<file path="config.mk">
export PLATFORM = sky130hd
export DESIGN_NAME = serial_addsub
export DESIGN_NICKNAME = d
export VERILOG_FILES = /design/src/rtl/serial_addsub_pkg.sv /design/src/rtl/serial_addsub_add_1bit.sv /design/src/rtl/serial_addsub.sv
export SDC_FILE = /design/constraint.sdc
export NUM_CORES = 1
export LEC_CHECK = 0
export BUFFER_PORTS_ARGS = -buffer_cell sky130_fd_sc_hd__clkbuf_2
export CORE_MARGIN = 1
export CORE_UTILIZATION = 54
export CTS_BUF_LIST = sky130_fd_sc_hd__clkbuf_4 sky130_fd_sc_hd__clkbuf_8 sky130_fd_sc_hd__clkbuf_16
export DETAILED_ROUTE_END_ITERATION = 12
export GPL_ROUTABILITY_DRIVEN = 1
export PLACE_DENSITY = 0.78
export RECOVER_POWER = 25
export SYNTH_ARGS = -nofsm -noshare
export SYNTH_HDL_FRONTEND = slang
export SYNTH_SLANG_ARGS = --single-unit
</file>
<file path="constraint.sdc">
create_clock -name clk -period 2.4 [get_ports clk]
set_clock_uncertainty 0.2 [all_clocks]
set_input_delay 0.12 -clock clk [delete_from_list [all_inputs] [get_ports clk]]
set_output_delay 0.12 -clock clk [all_outputs]
set_load 0.01 [all_outputs]
</file>
<file path="src/rtl/serial_addsub_pkg.sv">
// serial_addsub_pkg
// Shared definitions for the bit-serial ALU family.
//   state_t        : sequencer states (ST_IDLE=0, ST_RUN=1, ST_DONE=2)
//   DEFAULT_WIDTH  : default operand/result width
//   OP_ADD/OP_SUB  : op encoding on the sub input, kept here so later serial
//                    ops (logic, shift) share one encoding
package serial_addsub_pkg;

  typedef enum logic [1:0] {
    ST_IDLE = 2'd0,
    ST_RUN  = 2'd1,
    ST_DONE = 2'd2
  } state_t;

  localparam int DEFAULT_WIDTH = 8;

  localparam logic OP_ADD = 1'b0;
  localparam logic OP_SUB = 1'b1;

endpackage

</file>
<file path="src/rtl/serial_addsub_add_1bit.sv">
// add_1bit
// One-bit full adder cell: the only arithmetic in the serial adder/subtractor.
// Ports:
//   x, y  : operand bits
//   c_in  : carry in
//   z     : sum bit
//   c_out : carry out
module add_1bit (
  input  logic x,
  input  logic y,
  input  logic c_in,
  output logic z,
  output logic c_out
);

  assign z     = x ^ y ^ c_in;
  assign c_out = (x & y) | (x & c_in) | (y & c_in);

endmodule

</file>
<file path="src/rtl/serial_addsub.sv">
// serial_addsub
// Bit-serial two's-complement adder/subtractor. Operands are captured on start
// and pushed LSB-first through a single add_1bit cell, one bit per clock. The
// result and flags are registered when the last bit has been processed.
// Ports:
//   clk     : rising-edge clock
//   rst_n   : asynchronous active-low reset
//   start   : request, honoured only in IDLE or DONE
//   sub     : 0 = a+b, 1 = a-b (captured with start)
//   a, b    : operands (captured with start)
//   busy    : high while bits are being processed
//   done    : one-cycle completion pulse
//   result  : sum/difference, held until the next completion
//   c_out   : carry out of the MSB (for subtraction, 1 = no borrow)
//   ovf     : signed overflow
module serial_addsub
  import serial_addsub_pkg::*;
#(
  parameter int WIDTH = DEFAULT_WIDTH
) (
  input  logic             clk,
  input  logic             rst_n,
  input  logic             start,
  input  logic             sub,
  input  logic [WIDTH-1:0] a,
  input  logic [WIDTH-1:0] b,
  output logic             busy,
  output logic             done,
  output logic [WIDTH-1:0] result,
  output logic             c_out,
  output logic             ovf
);

  localparam int CW = $clog2(WIDTH);

  state_t           state;
  state_t           next_state;
  logic [WIDTH-1:0] a_sh;
  logic [WIDTH-1:0] b_sh;
  // Holds the WIDTH-1 sum bits produced so far, MSB-aligned; the bit being
  // produced this cycle is concatenated on top to form the full word.
  logic [WIDTH-2:0] sum_sh;
  logic [WIDTH-1:0] sum_next;
  logic             carry;
  logic [CW-1:0]    count;
  logic             fa_z;
  logic             fa_c;
  logic             last_bit;
  logic             accept;

  add_1bit u_fa (
    .x     (a_sh[0]),
    .y     (b_sh[0]),
    .c_in  (carry),
    .z     (fa_z),
    .c_out (fa_c)
  );

  assign last_bit = (count == CW'(WIDTH - 1));
  assign accept   = start && ((state == ST_IDLE) || (state == ST_DONE));
  assign sum_next = {fa_z, sum_sh};

  always_ff @(posedge clk or negedge rst_n) begin
    if (!rst_n) begin
      state <= ST_IDLE;
    end else begin
      state <= next_state;
    end
  end

  always_comb begin
    next_state = state;
    busy       = 1'b0;
    done       = 1'b0;
    case (state)
      ST_IDLE: begin
        if (start) next_state = ST_RUN;
      end
      ST_RUN: begin
        busy = 1'b1;
        if (last_bit) next_state = ST_DONE;
      end
      ST_DONE: begin
        done       = 1'b1;
        next_state = start ? ST_RUN : ST_IDLE;
      end
      default: next_state = ST_IDLE;
    endcase
  end

  // Subtraction is a + ~b + 1: b is inverted at capture and the +1 enters as
  // the initial carry. The carry register always holds the carry into the bit
  // currently at the LSB, so on the last bit it is the carry into the MSB.
  always_ff @(posedge clk or negedge rst_n) begin
    if (!rst_n) begin
      a_sh   <= '0;
      b_sh   <= '0;
      sum_sh <= '0;
      carry  <= 1'b0;
      count  <= '0;
      result <= '0;
      c_out  <= 1'b0;
      ovf    <= 1'b0;
    end else if (accept) begin
      a_sh   <= a;
      b_sh   <= b ^ {WIDTH{sub == OP_SUB}};
      sum_sh <= '0;
      carry  <= (sub == OP_SUB);
      count  <= '0;
    end else if (state == ST_RUN) begin
      a_sh   <= a_sh >> 1;
      b_sh   <= b_sh >> 1;
      sum_sh <= sum_next[WIDTH-1:1];
      carry  <= fa_c;
      count  <= count + 1'b1;
      if (last_bit) begin
        result <= sum_next;
        c_out  <= fa_c;
        ovf    <= carry ^ fa_c;
      end
    end
  end

endmodule

</file>
[Word-level counts from Yosys, hierarchy flattened]
Index checks and enable logic that the tools add are counted.
Operators by class
  $add $sub $neg: 1
  multiplexer cells: 16
  reduce and logical (&&, ||, !) cells: 6
  equality and inequality tests: 5
  bitwise operators: 10
Operator list (count)
  $mux 8: 4
  $mux 7: 2
  $xor 8x8->8: 1
  $mux 3: 2
  $pmux 2 s3: 1
  $mux 1: 5
  $mux 2: 2
  $ne 2x2->1 const B: 2
  $add 3x1->3 const B: 1
  $and 1x1->1: 3
  $eq 3x3->1 const B: 1
  $reduce_and 3->1: 1
  $xor 1x1->1: 3
  $eq 2x1->1 const B: 1
  $eq 2x2->1 const B: 1
  $logic_not 2->1: 1
  $or 1x1->1: 2
  $reduce_and 2->1: 1
  $reduce_bool 2->1: 1
  $logic_and 1x1->1: 1
  $logic_or 1x1->1: 1
  $not 1->1: 1
Storage, ports and cells
  output and inout port bits: 12
  bits of input ports: 20
  register bits: 39

[Longest topological paths before layout]
Gate-level depths: netlist (run 1).
  depth after elaboration: 5
  mapped depth: 6

[Cells and area by module]
A second synthesis (run 1) with hierarchy kept.
Second synthesis, totals
  cell total of the unflattened synthesis: 130
  area total of the unflattened synthesis: 1685.4 um2
By module, submodules not included
  serial_addsub: area each 1665.3 um2, cells an instance 129, seq. area each 975.9 um2, times used 1
  add_1bit: area each 20.0 um2, cells an instance 1, seq. area each 0.0 um2, times used 1

[Least setup slack after synthesis (run 1)]
Ideal clock, no wire load.
  kind: register to register
  start point: register count[0]
  end point: register c_out
  clock period less this slack: 1722 ps
  slack: 678 ps
  data arrival time: 1397 ps
  path buffers: 1
  required time: 2075 ps
  library setup time: 125 ps
  cell stages (with the launch flop): 6
  path through: dfrtp_1 ha_1 ha_1 nand3b_1 buf_2 mux2_2
Between the ends
  longest elaborated chain between the ends: 2
Ends and longest elaborated chain
  start: declaration: RTL line serial_addsub.sv:45  | logic [CW-1:0] count;
  start signal: assignment: RTL line serial_addsub.sv:115  | count <= count + 1'b1;
  $eq 3x3->1: RTL line serial_addsub.sv:59  | assign last_bit = (count == CW'(WIDTH - 1));
  $reduce_and 3->1 (no source line)
  end signal: assignment: RTL line serial_addsub.sv:102  | c_out <= 1'b0;
  end signal: assignment: RTL line serial_addsub.sv:118  | c_out <= fa_c;
  end: declaration: RTL line serial_addsub.sv:30  | output logic c_out,
Every way passes these cells.
A chain may end at the register's enable or synchronous reset.

[Final worst setup path (run 1)]
  start point: register count[0]
  end point: register result[0]
Between the ends
  longest elaborated chain between the ends: 2
Ends and longest elaborated chain
  $eq 3x3->1: RTL line serial_addsub.sv:59
  $reduce_and 3->1 (no source line)
  end signal: assignment: RTL line serial_addsub.sv:117  | result <= sum_next;
  end: declaration: RTL line serial_addsub.sv:29  | output logic [WIDTH-1:0] result,
Every way passes these cells.

==> flow_summary.ini, run 1 <==
[sta]
fmax_mhz = 511.7
worst_pin_slew_ns = 0.8896
drv_slew = 0
setup_tns_ns = 0
slew_headroom_pct = 40.70
fin_crit_ns = 1.954
setup_viol = 0
hold_slack_ns = 0.01847
hold_viol = 0
final.period_utilization_pct = 81.44
rsz0062_at_grt = no
timing.final.ws_setup_ns = 0.4456

[drt]
vias = 1152
dr.pass1.iters = 10
avgRoutedWirePerCell_um = 13.77
routed_wl_mm = 2.906
viasPerCell = 5.460
ant_nets = 0
drtIter0Drc = 34
post-route-drc-count = 4

[synthesis]
yosys_register_bits = 39
synth_enable_flop_cells = 0
syn_inst = 130
ys_async_sr_fraction_pct = 100.0
synth_top_area_cell = dfrtp_1
synth.avg_cell_area_um2 = 12.95
yosysMostFrequentCell = dfrtp_1
synth-main-ff-cell = dfrtp_1
synth_commonest_cells = dfrtp_1 (39), a22o_1 (12), mux2_2 (10)
syn-num-nets = 153
synth.area.top_cells = dfrtp_1 (58%), mux2_2 (6.7%), a22o_1 (6.2%), a221o_1 (4.2%), mux2i_1 (4.2%)
ys_seq_area_share_pct = 57.95
yosys_warnings = 0
syn_area_um2 = 1684
yosysUniqueCellTypes = 27
yosys.area.top_type_share_pct = 57.95

[placement]
portBuffers = 31
pre_cts_slack_ns = 0.4717
place.gp.congestion = 0.7255
hpwl_mm = 1.922
dpl-instance-area_um2 = 1838

[clock_tree]
clock_sinks = 39
cts_max_level = 2
post-cts-setup-buffers = 0
cts_tree = built
path_clk_slew_ns = 0.10
clock_latency_ns = 0.34
root_buffer = clkbuf_4
cts_made_buffers = 5
clk_path_buf_depth = 2

[die]
num_rows = 19
fp.dieH_um = 57.85
core_um2 = 2853
start_util_pct = 59.04
pin_count = 32
die_area_um2 = 3346
fp.dieW_um = 57.85

[global_route]
gr-usage-all-layers_pct = 20.33
grt_max_degree = 40
antenna_found_initial = 0
grt_pass1_vias = 1212
globalRouteOverflowTotal = 0
grt_pass1_wl_mm = 5.106

[setup_path]
cp_common_cell = ha_1
r2r_end = result[0]
worstPathCellList = ha_1 -> ha_1 -> nand3b_1 -> mux2_2
r2r_slack_ns = 0.45
critPathSlowestCell = nand3b_1
arrival_ns = 1.98
worst_ep_required_time_ns = 2.43
reg2reg_depth = 4
critical-path-max-stage-delay_ns = 0.44
worst_setup_path_start_kind = flop
r2r_start = count[0]
path_class = flop to flop
endpoint_kind = flop
path_max_fanout = 12

[job]
cap_violations = 0

[cells_and_area]
drive_above_1_share_pct = 24.44
area_growth_pct = 22.51
nets = 202
stdcell_area_um2 = 2063
diodes = 0
fin_util_pct = 72.32

[hold_path]
whs_path_depth = 3
hold_end = state[0]
min_from = start
min_path_type = primary input to flop

[outcome]
run_status = finished with violations
violations = DRC

[power]
power.leakage_nw = 1.007
vdd_drop_max_v = 0.0006067
p_per_area_nw_per_um2 = 1176
## layer usage
layer  share of wire [%]  global-route usage, %
met4                0.89                  6.803
met1                  44                  22.96
met2                  51                  36.62
met3                 4.4                  6.027
met5                   0                      0
## cell families after synthesis
kind of cell,Yosys count,synth area share (%)
xor gates and xnor gates,9,4.681
adders and majority gates,3,2.674
DFF,39,57.95
AOI/OAI and AO/OA,29,13.52
buffers and inverters,12,4.160
and+or+nand+nor,21,6.168
muxes,17,10.85
## worst max-delay path by stage
stage | start | endpoint | slack (ns) | cells after the start
CTS | count[0] | result[0] | 0.45 | 4
floorplan | count[0] | c_out | 0.68 | 5
finish | count[0] | result[0] | 0.45 | 4
global route | count[0] | result[5] | 0.41 | 4
global placement | count[0] | result[4] | 0.54 | 4
detailed placement | count[0] | result[0] | 0.47 | 4
## per-stage QoR
stage / total power [mW] / std cells
4_1_cts: 2.470 / 211
2_1_floorplan: 1.862 / 130
3_3_place_gp: 2.056 / 185
3_5_place_dp: 2.116 / 185
6_report: 2.425 / 211
5_1_grt: 2.607 / 211
## registers in the layout, summed over array words and instances (netlist names)
register and cells:
ovf 1, a_sh 8, count 3, carry 1
state 2, b_sh 8, sum_sh 7, result 8
c_out 1
## worst max-delay path: cells and delay by family, from the launching register on
family / cells / cell delay (ns)
multiplexers: 1 / 0.40
flip-flops: 1 / 0.40
adder cells (fa/ha/maj): 2 / 0.40
AND/OR/NAND/NOR: 1 / 0.44
## where the power goes
group	internal [mW]	total (mW)	switching, mW
combinational	0.500	0.966	0.466
clock	0.137	0.330	0.193
sequential	0.946	1.13	0.183
total	1.58	2.43	0.842
## cell usage in the layout (no fill, tap or decap), types with 2 or more instances in the layout
cell,count
dfrtp_1,39
clkbuf_2,21
dlygate4sd3_1,18
a22o_1,12
mux2_2,10
clkbuf_1,10
xnor2_1,8
nand2_1,8
o21ai_0,8
mux2i_1,7
nor2_1,7
a221o_1,7
clkbuf_4,7
buf_4,3
inv_1,2
ha_1,2
## repair_timing
item / in CTS / in global routing
hold buffers: 18 / 0
resized for setup: 0 / 0
endpoints found under the setup margin: 0 / 0
hold endpoints to repair: 56 / 0
## layout make-up
cell class                      instances  area, µm²
Clock buffer                            7      52.55
Multi-Input combinational cell         79      638.1
Tap cell                               31      38.79
Fill cell                             201      789.5
Timing Repair Buffer                   52      345.3
Sequential cell                        39      975.9
Clock inverter                          1      5.005
Inverter                                2      7.507
(Power assumes the default switching activity.)
==> run 2, diff against run 1 <==
CORE_UTILIZATION = 48   (was 54)
PLACE_DENSITY = 0.73   (was 0.78)
clock period = 1.7 ns   (was 2.4 ns; I/O delays follow)
==> flow_summary.ini, run 2 (same netlist as run 1, synthesis figures left out) <==
[setup_path]
arrival_ns = 1.72
path_class = flop to flop
critPathSlowestCell = dfrtp_1
path_max_fanout = 6
worstPathCellList = ha_2 -> ha_4 -> nand3b_1 -> buf_6 -> mux2_2
path_buf_inv = 1
cp_top_family = flip-flops
critical-path-max-stage-delay_ns = 0.41
worst_ep_required_time_ns = 1.74
endpoint_kind = flop
worst_setup_path_start_kind = flop

[drt]
post-route-drc-count = 0
viasPerCell = 5.103
vias = 1189
dr.pass1.iters = 4
ant_nets = 0
routed_wl_mm = 3.235
avgRoutedWirePerCell_um = 13.88
drtIter0Drc = 29

[global_route]
use_met1_pct = 24.41
grt_use_met2_pct = 36.02
grt_pass1_wl_mm = 5.409
grt-busiest-layer = met2
grt_max_degree = 40
globalRouteOverflowTotal = 0
grtUsageMet3_pct = 5.672
gr-usage-all-layers_pct = 20.68
grt_pass1_vias = 1184
antenna_found_initial = 0

[sta]
fin_crit_ns = 1.674
slew_headroom_pct = 37.01
timing.final.ws_setup_ns = 0.02610
final.period_utilization_pct = 98.46
hold_viol = 0
fmax_mhz = 597.4
setup_viol = 0
rsz0062_at_grt = yes
drv_slew = 0
worst_pin_slew_ns = 0.9448
hold_slack_ns = 0.2861

[cells_and_area]
fillers = 269
layout_common_cells = dfrtp_1 (39), clkbuf_2 (32), dlygate4sd3_1 (19), a22o_1 (12)
nets = 209
stdcell_area_um2 = 2222
final_common_cell = dfrtp_1
drive_above_1_share_pct = 33.16
area_growth_pct = 31.95
top_regs = a_sh: 8 flops, b_sh: 8 flops, result: 8 flops
diodes = 0

[placement]
dpl-instance-area_um2 = 1884
pre_cts_slack_ns = -0.03213
place.gp.congestion = 0.7438
hpwl_mm = 1.996
portBuffers = 31

[clock_tree]
cts_tree = built
cts_max_level = 2
clk_path_buf_depth = 2
root_buffer = clkbuf_4
path_clk_slew_ns = 0.12
clock_latency_ns = 0.34
clock_sinks = 39
cts_made_buffers = 5

[power]
switchingPower_mw = 1.256
combPwrFrac_pct = 40.2
p_per_area_nw_per_um2 = 1700
swShare_pct = 33.27
p_clk_share_pct = 17.2
p_int_mw = 2.520
power.leakage_nw = 1.106
power_mw = 3.777
seqPwrFrac_pct = 42.6
vdd_drop_max_v = 0.0008356

[die]
core_um2 = 3337
pin_count = 32
start_util_pct = 50.47
die_area_um2 = 3750
num_rows = 21
fp.dieW_um = 61.24
fp.dieH_um = 61.24

[hold_path]
min_path_type = primary input to asynchronous set/reset pin

[outcome]
run_status = finished, final reports clean

[job]
cap_violations = 0
==> run 2: changes by cell type in the layout (fill, tap and decap cells not counted), sizes merged <==
cell | before | now
bufinv | 0 | 1
dlygate4sd3 | 18 | 19
buf | 3 | 8
==> run 2: timing repair <==
action                     4_1_cts  5_1_grt
resized for setup                7        5
setup endpoints to repair       11        9
setup buffers                    4        1
pin swaps                        1        1
cloned                           1        0
hold buffers                    19        0
hold endpoints to repair        57        0
==> run 2: stage by stage <==
stage	setup TNS, ns	util, %	cells
floorplan	0	-	130
global placement	0	56.47	202
detailed placement	-0.1881	56.47	202
CTS	-0.07780	67.30	234
global route	-0.08041	66.59	233
finish	0	66.59	233
==> run 2: final timing paths <==
kind / startpoint / to / slack, ns / cells after the start
max in group asynchronous: rst_n / a_sh[6] / 0.41 / 3
min in group clk: a[6] / a_sh[6] / 0.29 / 4
worst max-delay path: count[0] / result[7] / 0.03 / 5
worst min register to register: ovf / ovf / 0.30 / 2
worst min-delay path: rst_n / result[0] / 0.29 / 3
worst max register to register: count[0] / result[7] / 0.03 / 5
==> run 2: power by group through the flow <==
stage	logic, mW	registers (mW)	clock network [mW]
detailed placement	1.38	1.62	0
finish	1.52	1.61	0.648
global placement	1.32	1.59	0
global route	1.68	1.66	0.714
floorplan	1.03	1.60	0
CTS	1.54	1.60	0.663
==> run 2: routing by layer <==
metal  wire length, µm  vias to the layer above
li1                  -                      571
met1              1407                      585
met2              1680                       28
met3                98                        5
met4                48                        0
met5                 0                        -
==> run 2: tightest hold or removal path, stage by stage <==
cell,delay [ns]
dlygate4sd3_1,0.52
clkbuf_2,0.09
clkbuf_2,0.71
==> run 2: final cells by class <==
class,count,area [µm²],share of cell area [%]
clock buffers,6,51.30,2.309
flip-flops and latches,39,975.9,43.92
well taps,46,57.56,2.590
multi-input cells,79,676.9,30.46
inverters,2,7.507,0.3378
repair buffers,59,417.9,18.81
clock inverters,2,35.03,1.577
==> run 3, diff against run 2 <==
ABC_CLOCK_PERIOD_IN_PS = 1700   (was default)
PLACE_DENSITY = 0.72   (was 0.73)
==> flow_summary.ini, run 3 (same netlist as run 1, synthesis figures left out) <==
[global_route]
use_met1_pct = 26.24
globalRouteOverflowTotal = 0
gr-usage-all-layers_pct = 20.61
grt-busiest-layer = met2
grt_max_degree = 28
grt_pass1_vias = 1149
antenna_found_initial = 0
grtUsageMet3_pct = 5.672
grt_pass1_wl_mm = 5.340
grt_use_met2_pct = 34.16

[sta]
fin_crit_ns = 1.709
fmax_mhz = 585.2
hold_slack_ns = 0.1716
rsz0062_at_grt = yes
final.period_utilization_pct = 100.5
worst_pin_slew_ns = 0.9604
drv_slew = 0
setup_viol = 2
slew_headroom_pct = 35.97
timing.final.ws_setup_ns = -0.008682
hold_viol = 0

[job]
cap_violations = 0

[hold_path]
min_path_type = primary input to flop

[drt]
ant_nets = 0
routed_wl_mm = 3.240
dr.pass1.iters = 3
viasPerCell = 5.142
vias = 1198
post-route-drc-count = 0
drtIter0Drc = 48
avgRoutedWirePerCell_um = 13.91

[clock_tree]
clock_latency_ns = 0.34
clk_path_buf_depth = 2
cts_made_buffers = 5
clock_sinks = 39
root_buffer = clkbuf_4
cts_max_level = 2
path_clk_slew_ns = 0.10
cts_tree = built

[setup_path]
worst_ep_required_time_ns = 1.73
endpoint_kind = flop
path_class = flop to flop
path_max_fanout = 6
r2r_slack_ns = -0.009
arrival_ns = 1.74
worst_setup_path_start_kind = flop

[placement]
place.gp.congestion = 0.7654
portBuffers = 31
pre_cts_slack_ns = -0.02977

[cells_and_area]
nets = 209
area_growth_pct = 34.55
drive_above_1_share_pct = 32.62
diodes = 0
layout_common_cells = dfrtp_1 (39), clkbuf_2 (30), dlygate4sd3_1 (19), a22o_1 (12), mux2_4 (9)
top_regs = a_sh: 8 flops, b_sh: 8 flops, result: 8 flops
final_common_cell = dfrtp_1

[power]
power.leakage_nw = 1.135
p_per_area_nw_per_um2 = 1671
vdd_drop_max_v = 0.0007495
power_mw = 3.786

[die]
start_util_pct = 50.47
die_area_um2 = 3750
fp.dieH_um = 61.24
num_rows = 21
core_um2 = 3337
pin_count = 32
fp.dieW_um = 61.24

[outcome]
run_status = finished with violations
violations = setup timing
[run 3: changes by cell type in the layout (fill, tap and decap cells not counted), moves of 2 or more]
cell      delta
mux2_4       +4
buf_12       +2
clkbuf_2     -2
buf_4        -2
clkbuf_4     +2
mux2_2       -4
[run 3: through the flow]
stage	TNS, ns	instances	utilization (%)	area, µm²
2_1_floorplan	0	130	-	1687
3_3_place_gp	0	201	56.62	1889
3_5_place_dp	-0.1600	201	56.62	1889
4_1_cts	-0.2640	232	67.23	2243
5_1_grt	-0.8574	233	67.90	2266
6_report	-0.01400	233	67.90	2266
[run 3: cell type report]
class | instances | area (µm²)
clock buffer | 8 | 72.57
inverter | 2 | 7.507
sequential | 39 | 975.9
timing repair buffer | 59 | 460.4
multi-input combinational | 79 | 691.9
fill | 258 | 1071
tap | 46 | 57.56
[run 3: final timing paths]
path                           from         to  cells after the start
setup / recovery           count[1]  result[4]                      6
min in group asynchronous     rst_n    a_sh[6]                      2
hold / removal                start      carry                      5
max in group asynchronous     rst_n      c_out                      3
setup reg to reg           count[1]  result[4]                      6
hold reg to reg             a_sh[0]    a_sh[0]                      1
[run 3: per-layer routing]
metal	part of all wire (%)	vias up	routed length, µm
li1	-	576	-
met1	44	591	1439
met2	51	27	1649
met3	3.8	4	123
met4	0.83	0	27
met5	0	-	0
[run 3: power breakdown]
| part | total [mW] | internal (mW) | switching, mW |
|---|---|---|---|
| clock network | 0.537 | 0.259 | 0.278 |
| logic | 1.63 | 0.920 | 0.712 |
| registers | 1.62 | 1.34 | 0.279 |
| total | 3.79 | 2.52 | 1.27 |
[run 3: repair_timing]
item / CTS / global route
resized for setup: 11 / 8
cloned: 1 / 0
buffers inserted: 3 / 1
hold buffers: 19 / 0
endpoints found under the hold margin: 57 / 0
setup endpoints to repair: 19 / 32
pin swaps: 0 / 1
[run 3: critical path, stage by stage, from the launching register on]
cell,delay (ns)
dfrtp_1,0.40
ha_2,0.20
ha_4,0.15
nand3b_1,0.09
buf_6,0.13
buf_12,0.13
mux2_4,0.30
